==> src/rtl/pipe_ctrl_pkg.sv <==
// Shared types for the pipeline hazard/stall controller.
// Holds the controller state encoding and the data-memory wait counter width.
// No logic here; imported by the controller and its hazard detector.
package pipe_ctrl_pkg;

  typedef enum logic [1:0] {
    ST_RUN   = 2'd0,
    ST_DWAIT = 2'd1,
    ST_IWAIT = 2'd2
  } state_e;

  localparam int unsigned DWAIT_CNT_W = 16;
  typedef logic [DWAIT_CNT_W-1:0] dwait_cnt_t;

endpackage

==> src/rtl/load_use_detect.sv <==
// Load-use hazard compare between the ID-stage sources and the EX-stage load.
// Latency: purely combinational, zero cycles.
// Backpressure: none; result is consumed by the pipeline controller.
module load_use_detect
  import pipe_ctrl_pkg::*;
(
  input  logic [4:0] id_rs1,
  input  logic [4:0] id_rs2,
  input  logic       id_uses_rs1,
  input  logic       id_uses_rs2,
  input  logic       ex_mem_read,
  input  logic [4:0] ex_rd,
  output logic       hazard
);

  // x0 never carries a real result, so a load targeting it creates no hazard
  always_comb begin
    hazard = ex_mem_read && (ex_rd != 5'd0) &&
             ((id_uses_rs1 && (id_rs1 == ex_rd)) ||
              (id_uses_rs2 && (id_rs2 == ex_rd)));
  end

endmodule

==> src/rtl/pipe_ctrl.sv <==
// Pipeline register controller: freezes, redirects, bubbles and counts stalls.
// Latency: control outputs are combinational; state/counters update next edge.
// Backpressure: dmem wait freezes the whole pipe, fetch wait inserts NOPs.
module pipe_ctrl
  import pipe_ctrl_pkg::*;
#(
  parameter int unsigned DMEM_TIMEOUT = 255
) (
  input  logic        clk,
  input  logic        rst,
  input  logic [4:0]  id_rs1,
  input  logic [4:0]  id_rs2,
  input  logic        id_uses_rs1,
  input  logic        id_uses_rs2,
  input  logic        ex_mem_read,
  input  logic [4:0]  ex_rd,
  input  logic        ex_branch_taken,
  input  logic        imem_ready,
  input  logic        dmem_req,
  input  logic        dmem_ready,
  output logic        pc_write,
  output logic        if_id_write,
  output logic        if_id_flush,
  output logic        id_ex_write,
  output logic        id_ex_flush,
  output logic        ex_mem_write,
  output logic        mem_wb_bubble,
  output logic        dmem_timeout,
  output logic [31:0] stall_cnt,
  output logic [31:0] flush_cnt
);

  state_e      state_q, state_d;
  dwait_cnt_t  wait_cnt_q, wait_cnt_d;
  logic        timeout_q, timeout_d;
  logic        lu_done_q, lu_done_d;
  logic [31:0] stall_cnt_q, stall_cnt_d;
  logic [31:0] flush_cnt_q, flush_cnt_d;
  logic        lu_hazard;
  logic        dmem_stall;
  logic        lu_stall;

  load_use_detect u_load_use_detect (
    .id_rs1      (id_rs1),
    .id_rs2      (id_rs2),
    .id_uses_rs1 (id_uses_rs1),
    .id_uses_rs2 (id_uses_rs2),
    .ex_mem_read (ex_mem_read),
    .ex_rd       (ex_rd),
    .hazard      (lu_hazard)
  );

  // A load-use hazard gets exactly one bubble: the cycle after a load-use
  // stall the same hazard indication is ignored.
  always_comb begin
    dmem_stall = dmem_req & ~dmem_ready;
    lu_stall   = lu_hazard & ~lu_done_q;
  end

  // Priority resolution, next-state, wait/timeout and perf counter updates
  always_comb begin
    state_d       = state_q;
    wait_cnt_d    = wait_cnt_q;
    timeout_d     = timeout_q;
    lu_done_d     = lu_done_q;
    stall_cnt_d   = stall_cnt_q;
    flush_cnt_d   = flush_cnt_q;
    pc_write      = 1'b0;
    if_id_write   = 1'b0;
    if_id_flush   = 1'b0;
    id_ex_write   = 1'b0;
    id_ex_flush   = 1'b0;
    ex_mem_write  = 1'b0;
    mem_wb_bubble = 1'b0;

    if (rst) begin
      state_d     = ST_RUN;
      wait_cnt_d  = '0;
      timeout_d   = 1'b0;
      lu_done_d   = 1'b0;
      stall_cnt_d = '0;
      flush_cnt_d = '0;
    end else if (dmem_stall) begin
      // Full freeze; only a bubble drains into WB. Counter saturates so a
      // very long wait can never wrap back below the timeout threshold.
      mem_wb_bubble = 1'b1;
      state_d       = ST_DWAIT;
      if (wait_cnt_q != '1) begin
        wait_cnt_d = wait_cnt_q + dwait_cnt_t'(1);
      end
      if (wait_cnt_d == dwait_cnt_t'(DMEM_TIMEOUT)) begin
        timeout_d = 1'b1;
      end
    end else begin
      pc_write     = 1'b1;
      if_id_write  = 1'b1;
      id_ex_write  = 1'b1;
      ex_mem_write = 1'b1;
      state_d      = imem_ready ? ST_RUN : ST_IWAIT;
      lu_done_d    = 1'b0;
      if (state_q == ST_DWAIT) begin
        wait_cnt_d = '0;
      end
      if (ex_branch_taken) begin
        if_id_write = 1'b0;
        if_id_flush = 1'b1;
        id_ex_flush = 1'b1;
        flush_cnt_d = flush_cnt_q + 32'd1;
      end else if (lu_stall) begin
        pc_write    = 1'b0;
        if_id_write = 1'b0;
        id_ex_flush = 1'b1;
        lu_done_d   = 1'b1;
      end else if (!imem_ready) begin
        pc_write    = 1'b0;
        if_id_write = 1'b0;
        if_id_flush = 1'b1;
      end
    end

    if (!rst && !pc_write) begin
      stall_cnt_d = stall_cnt_q + 32'd1;
    end
  end

  // State and counter registers; reset is folded into the _d logic
  always_ff @(posedge clk) begin
    state_q     <= state_d;
    wait_cnt_q  <= wait_cnt_d;
    timeout_q   <= timeout_d;
    lu_done_q   <= lu_done_d;
    stall_cnt_q <= stall_cnt_d;
    flush_cnt_q <= flush_cnt_d;
  end

  assign dmem_timeout = timeout_q;
  assign stall_cnt    = stall_cnt_q;
  assign flush_cnt    = flush_cnt_q;

endmodule

==> config.mk <==
export PLATFORM = sky130hd
export DESIGN_NAME = pipe_ctrl
export DESIGN_NICKNAME = d
export VERILOG_FILES = /design/src/rtl/pipe_ctrl_pkg.sv /design/src/rtl/load_use_detect.sv /design/src/rtl/pipe_ctrl.sv
export SDC_FILE = /design/constraint.sdc
export NUM_CORES = 1
export LEC_CHECK = 0
export CAP_MARGIN = 20
export CORE_MARGIN = 5
export CORE_UTILIZATION = 30
export DETAILED_ROUTE_END_ITERATION = 16
export PLACE_DENSITY = 0.64
export SYNTH_ARGS = -nofsm -noshare
export SYNTH_HDL_FRONTEND = slang
export SYNTH_SLANG_ARGS = --single-unit
==> constraint.sdc <==
create_clock -name clk -period 3.05 [get_ports clk]
set_input_delay 0.61 -clock clk [delete_from_list [all_inputs] [get_ports clk]]
set_output_delay 0.61 -clock clk [all_outputs]
set_load 0.02 [all_outputs]
==> reports/metrics.cfg, run 1 <==
[route]
dr.first_iter.drc_count = 332
vias = 3959
wl_per_cell_um = 14.50
antenna_left = 0
drc_errors = 0
vias_per_cell = 5.095
drt_wl_total_mm = 11.27
dr.pass1.iters = 5

[place]
preCtsSetupSlack_ns = -0.3241
io_buffers = 95
gp_congestion = 0.8128
dp_hpwl_mm = 8.139
placed_cell_area_um2 = 5685

[sta]
rsz0062_at_grt = false
finalHoldViolations = 0
skew_ns = 0.007404
whs_ns = 0.4500
slew_headroom = 0.6202
setup_violations = 0
fin_crit_sh = 0.9738
min_period_ns = 2.970
fmax_ghz = 0.3367
worst_pin_slew_ns = 0.5696
fin_ws_ns = 0.07997
final_max_slew_viol_count = 0

[clocking]
cts.clk_slew.worst_paths_ns = 0.06
cts_buffer_depth = 2
cts_max_level = 3
cts_tree = yes
clock-root-buffer = clkbuf_16
clock_sinks = 84
clk_latency_ns = 0.34
cts_made_buffers = 9

[layout]
layout_common_cells = 89 x clkdlybuf4s50_1, 87 x nor2_1, 52 x dfxtp_1, 46 x xor2_1, 32 x edfxtp_1
n_antenna_cell = 0
final_util = 0.4076
final_common_cell = clkdlybuf4s50_1
postLayoutCellArea_um2 = 5969
area.growth.synth_to_final_pct = 32.27
drive_gt1_frac = 0.09275
final_nets = 616
n_fill_cell = 1413

[worst_setup_path]
cp-end-kind = output pin
worstPathRequired_ns = 2.44
cp_max_fo = 3
r2r_end = dmem_timeout
crit_arrival_ns = 2.36
r2r_start = wait_cnt_q[0]
startpoint = ex_rd[2]
r2r.worst_path.cells = 7
path_class = in2out
r2r_slack_ns = 0.73
critPathLaunchType = input pin

[logic_synthesis]
syn_area_per_cell_um2 = 9.136
ys_types = 53
syn_area_um2 = 4513
synth_nets = 521
synth-seq-cells = 84
synth_cells = 494
synth_ff_type = dfxtp_1
synth-async-reset-ratio = 0
synth-edff-count = 32
ys_seq_area_frac = 0.4436
yosysWarnings = 0

[grt]
grt_pass1_wl_mm = 18.49
grt_pass1_vias = 3751
grt_max_degree = 54
grt_use_total = 0.1256
antenna_found_initial = 0
overflow = 0

[floorplan]
dieArea_um2 = 17600
io_pins = 96
row_count = 44
die_width_um = 132.7
die_y_um = 132.7
start_util = 0.3082
core-area_um2 = 14640

[power]
power_leakage_uw = 0.002066
power_density_nw_per_um2 = 439.3
swShare = 0.2459
p_int_uw = 1978
p_total_uw = 2623
combPwrFrac = 0.124
p_switching_uw = 644.9
p_seq_frac = 0.482
vdd_ir_drop_max_mv = 0.2352
p_clk_frac = 0.394

[worst_hold_path]
holdPathEnd = lu_done_q
hp-class = reg2reg
holdPathStages = 2
timing.hold.worst.start = lu_done_q

[job]
cap_violations = 0

[outcome]
status = complete, no violations

## critical path: stages
cell and delay [ns]:
clkdlybuf4s50_1 0.55, xnor2_1 0.15, nand4_1 0.13, o22ai_2 0.21, nand4_1 0.14, a21oi_1 0.20, nor3_1 0.06, dlygate4sd2_1 0.32
## state kept, by name, indices dropped and copies added, names as in the netlist
signal        count
stall_cnt        32
flush_cnt        32
state_q           2
lu_done_q         1
wait_cnt_q       16
dmem_timeout      1
## kinds of logic after synthesis
group | after synthesis | synth area share
flip-flops | 84 | 0.4436
buffers and inverters | 34 | 0.03382
adder cells (fa/ha/maj) | 3 | 0.008318
AND/OR/NAND/NOR | 240 | 0.2905
XOR/XNOR | 71 | 0.1378
AO/OA/AOI/OAI | 62 | 0.08595
## power by group through the flow
stage	registers (µW)	logic, µW	clock network [µW]
final	1260	326	1030
after detailed placement	1290	329	0
after global routing	1270	350	1120
after global placement	1290	323	0
after CTS	1260	330	1070
after floorplan	1320	122	0
## how the worst max path moves through the flow
stage,endpoint,slack (ns)
floorplan,stall_cnt[0],0.42
global placement,if_id_flush,-0.28
detailed placement,if_id_flush,-0.32
CTS,if_id_flush,-0.08
global route,id_ex_flush,0.02
finish,pc_write,0.08
## layout make-up
| class | count | area (µm²) | share of cell area |
|---|---|---|---|
| well taps | 184 | 230.2 | 0.03857 |
| inverters | 11 | 41.29 | 0.006917 |
| clock inverters | 2 | 10.01 | 0.001677 |
| clock buffers | 13 | 270.3 | 0.04527 |
| flip-flops and latches | 84 | 2002 | 0.3354 |
| repair buffers | 107 | 1051 | 0.1761 |
| multi-input cells | 376 | 2365 | 0.3961 |
## cells in the mapped netlist (5+ instances only)
cell      number  area, µm²
nor2_1        87      326.6
dfxtp_1       52       1041
xor2_1        46      402.9
edfxtp_1      32      960.9
nand2_1       31      116.4
nand3_1       30      150.1
xnor2_1       25      219.0
a21oi_1       24      120.1
nand4_1       20      125.1
nor3_1        13      65.06
clkbuf_1      11      41.29
inv_1         11      41.29
o21ai_0       11      55.05
and3_1         8      50.05
and4_1         8      70.07
buf_2          8      40.04
nand4_2        5      62.56
## layer usage
layer  up-vias  GRT usage  part of all wire
met5         -          0                 0
met2       127     0.2042              0.47
met1      1879     0.1567              0.45
li1       1941          -                 -
met4         0    0.03233             0.014
met3        12    0.04860             0.060
## timing repair
| action | 4_1_cts | 5_1_grt |
|---|---|---|
| hold buffers | 0 | 0 |
| cloned | 0 | 0 |
| setup buffers | 1 | 0 |
| pin swaps | 1 | 1 |
| gates resized for setup | 9 | 6 |
| setup endpoints to repair | 4 | 3 |
## metrics by stage
| stage | TNS [ns] | instances |
|---|---|---|
| 3_3_place_gp | -0.7953 | 761 |
| 2_1_floorplan | 0 | 494 |
| 5_1_grt | 0 | 777 |
| 3_5_place_dp | -1.043 | 761 |
| 6_report | 0 | 777 |
| 4_1_cts | -0.08036 | 777 |
(Power assumes the default switching activity.)
==> run 2, diff against run 1 <==
--- a/config.mk
+++ b/config.mk
@@ -5,11 +5,13 @@
 export SDC_FILE = /design/constraint.sdc
 export NUM_CORES = 1
 export LEC_CHECK = 0
+export ABC_AREA = 1
 export CAP_MARGIN = 20
 export CORE_MARGIN = 5
 export CORE_UTILIZATION = 30
+export CTS_CLUSTER_DIAMETER = 200
 export DETAILED_ROUTE_END_ITERATION = 16
-export PLACE_DENSITY = 0.64
+export PLACE_DENSITY = 0.63
 export SYNTH_ARGS = -nofsm -noshare
 export SYNTH_HDL_FRONTEND = slang
 export SYNTH_SLANG_ARGS = --single-unit
==> reports/metrics.cfg, run 2 <==
[layout]
final_cells = 1061  ; +37%
area.growth.synth_to_final_pct = 30.82
n_antenna_cell = 0  ; unchanged
layout_common_cells = 165 x nand2_1, 119 x nor2_1, 98 x inv_1, 91 x clkdlybuf4s50_1, 52 x dfxtp_1
register_area_um2 = 2002  ; unchanged
drive_gt1_frac = 0.07848  ; -0.01427
multiInputGateArea_um2 = 2658  ; +12%
n_fill_cell = 1768  ; +25%
final_nets = 863  ; +40%
final_common_cell = nand2_1

[worst_setup_path]
cp_max_fo = 4  ; +1
worstPathRequired_ns = 2.44  ; about the same
crit_arrival_ns = 2.26  ; -0.10 ns
critPathLaunchType = input pin
cp-end-kind = output pin
r2r_slack_ns = 1.03  ; +0.30 ns
r2r.worst_path.cells = 11  ; +4
path_class = in2out

[route]
vias = 4897  ; +24%
drc_errors = 0  ; unchanged
dr.pass1.iters = 5  ; unchanged
wl_per_cell_um = 12.36  ; -15%
antenna_left = 0  ; unchanged
drt_wl_total_mm = 13.12  ; +16%
dr.first_iter.drc_count = 255  ; -23%
vias_per_cell = 4.615  ; -9.4%

[clocking]
clock_sinks = 84  ; unchanged
clk_latency_ns = 0.34  ; about the same
cts.clk_slew.worst_paths_ns = 0.06  ; about the same
cts_max_level = 3  ; unchanged
clock-root-buffer = clkbuf_16
cts_tree = yes
cts_setup_buffers = 0  ; -1
cts_made_buffers = 9  ; unchanged
cts_buffer_depth = 2  ; unchanged

[grt]
grt_max_degree = 33  ; -39%
antenna_found_initial = 0  ; unchanged
grt_pass1_wl_mm = 21.61  ; +17%
overflow = 0  ; unchanged
grt_use_total = 0.1313  ; +0.005734
grt_pass1_vias = 4604  ; +23%

[sta]
setup_violations = 0  ; unchanged
slew_headroom = 0.6851  ; +0.06487
fmax_ghz = 0.3483  ; +3.4%
tns_ns = 0  ; unchanged
final_max_slew_viol_count = 0  ; unchanged
finalHoldViolations = 0  ; unchanged
fin_crit_sh = 0.9414  ; -0.03239
min_period_ns = 2.871  ; -0.09879 ns
skew_ns = 0.006517  ; -0.0008876 ns
rsz0062_at_grt = false
worst_pin_slew_ns = 0.4687  ; -0.1009 ns

[job]
cap_violations = 0  ; unchanged

[worst_hold_path]
holdPathStages = 2  ; unchanged
hp-class = reg2reg

[floorplan]
die_y_um = 140.5  ; +5.9%
io_pins = 96  ; unchanged
die_width_um = 140.5  ; +5.9%
row_count = 47  ; +6.8%
start_util = 0.3071  ; -0.001065
dieArea_um2 = 19750  ; +12%
core-area_um2 = 16640  ; +14%

[place]
io_buffers = 95  ; unchanged
dp_hpwl_mm = 10.08  ; +24%
placed_cells = 1045  ; +37%
gp_congestion = 0.8615  ; +6.0%

[logic_synthesis]
synth_cells = 730  ; +48%
ys_seq_area_frac = 0.3917  ; -0.05191
synth-seq-cells = 84  ; unchanged
yosysWarnings = 0  ; unchanged
yosysMostFrequentCell = nand2_1
synth_nets = 757  ; +45%
syn_area_per_cell_um2 = 7.002  ; -23%
synthTopCellsByCount = 165 x nand2_1, 119 x nor2_1, 98 x inv_1
synth.area.top_cells = dfxtp_1 20%, edfxtp_1 19%, nand2_1 12%, nor2_1 8.7%, inv_1 7.2%
synth_ff_type = dfxtp_1
synth.largest_area_cell = dfxtp_1
synth-edff-count = 32  ; unchanged
synth-async-reset-ratio = 0  ; unchanged
yosys.area.top_type_share = 0.2037  ; -0.02699
ys_types = 37  ; -30%
syn_area_um2 = 5111  ; +13%

[outcome]
status = complete, no violations

[power]
power_density_nw_per_um2 = 400.4  ; -8.9%
power_leakage_uw = 0.002416  ; +17%
p_total_uw = 2677  ; +2.1%
vdd_ir_drop_max_mv = 0.2745  ; +17%

[run 2: changes by cell type in the layout (fill, tap and decap cells not counted), sizes merged, moves of 4 or more]
| cell | change |
|---|---|
| xor2 | -24 |
| a21oi | +11 |
| nor3 | +6 |
| nand2b | -4 |
| xnor2 | -4 |
| nor2 | +44 |
| nand2 | +142 |
| and4 | -9 |
| o211ai | -4 |
| o21ai | +10 |
| inv | +90 |
| nand3 | +17 |
| and3 | -8 |
[run 2: layout make-up]
cell class / count / area share
clock buffers: 12 / 0.04154
well taps: 220 / 0.04117
clock inverters: 4 / 0.002994
repair buffers: 110 / 0.1602
inverters: 102 / 0.05726
multi-input cells: 529 / 0.3975
flip-flops and latches: 84 / 0.2994
[run 2: kinds of logic after synthesis]
group	count (synthesis)	synth area share
adders and majority gates	3	0.007345
xor gates and xnor gates	43	0.07368
and+or+nand+nor	415	0.3652
DFF	84	0.3917
AOI/OAI and AO/OA	68	0.07295
buffers and inverters	117	0.08911
[run 2: path summary, 6_finish.rpt]
kind / end / start
worst max-delay path: id_ex_flush / ex_rd[0]
worst min-delay path: dmem_timeout / dmem_timeout
worst max register to register: stall_cnt[22] / stall_cnt[0]
worst min register to register: dmem_timeout / dmem_timeout
[run 2: metal layers]
layer | global-route usage | up-vias | part of all wire
li1 | - | 2572 | -
met5 | 0 | - | 0
met2 | 0.2185 | 140 | 0.46
met4 | 0.03111 | 0 | 0.011
met1 | 0.1652 | 2171 | 0.46
met3 | 0.04329 | 14 | 0.068
[run 2: where the power goes]
part | total, µW | internal, µW | switching [µW] | leakage [µW]
Sequential | 1260 | 1210 | 50.3 | 0.000772
Clock | 1080 | 640 | 443 | 0.000153
Combinational | 335 | 151 | 183 | 0.00149
Total | 2680 | 2000 | 676 | 0.00242
[run 2: worst max-delay path: stages]
cell             delay, ns
clkdlybuf4s50_1       0.49
inv_2                 0.06
nand2_1               0.05
o21ai_0               0.07
nor2_1                0.11
nand3_1               0.09
nand2_1               0.07
nand4_1               0.09
buf_4                 0.16
a21oi_1               0.11
dlygate4sd2_1         0.35
[run 2: repair_timing]
action | 4_1_cts | 5_1_grt
resized for setup | 4 | 1
endpoints found under the setup margin | 4 | 1
hold buffers | 0 | 0
[run 2: per-stage QoR]
| stage | setup slack [ns] | hold WS (ns) | utilization | instance area, µm² |
|---|---|---|---|---|
| final | 0.1788 | 0.4516 | 0.4018 | 6686 |
| after global routing | 0.01675 | 0.4930 | 0.4018 | 6686 |
| after CTS | 0.1255 | 0.4611 | 0.4015 | 6683 |
| after detailed placement | -0.1702 | 0.4518 | 0.3840 | 6390 |
| after global placement | -0.1261 | 0.4441 | 0.3840 | 6390 |
| after floorplan | 0.4225 | 0.4563 | - | 5111 |
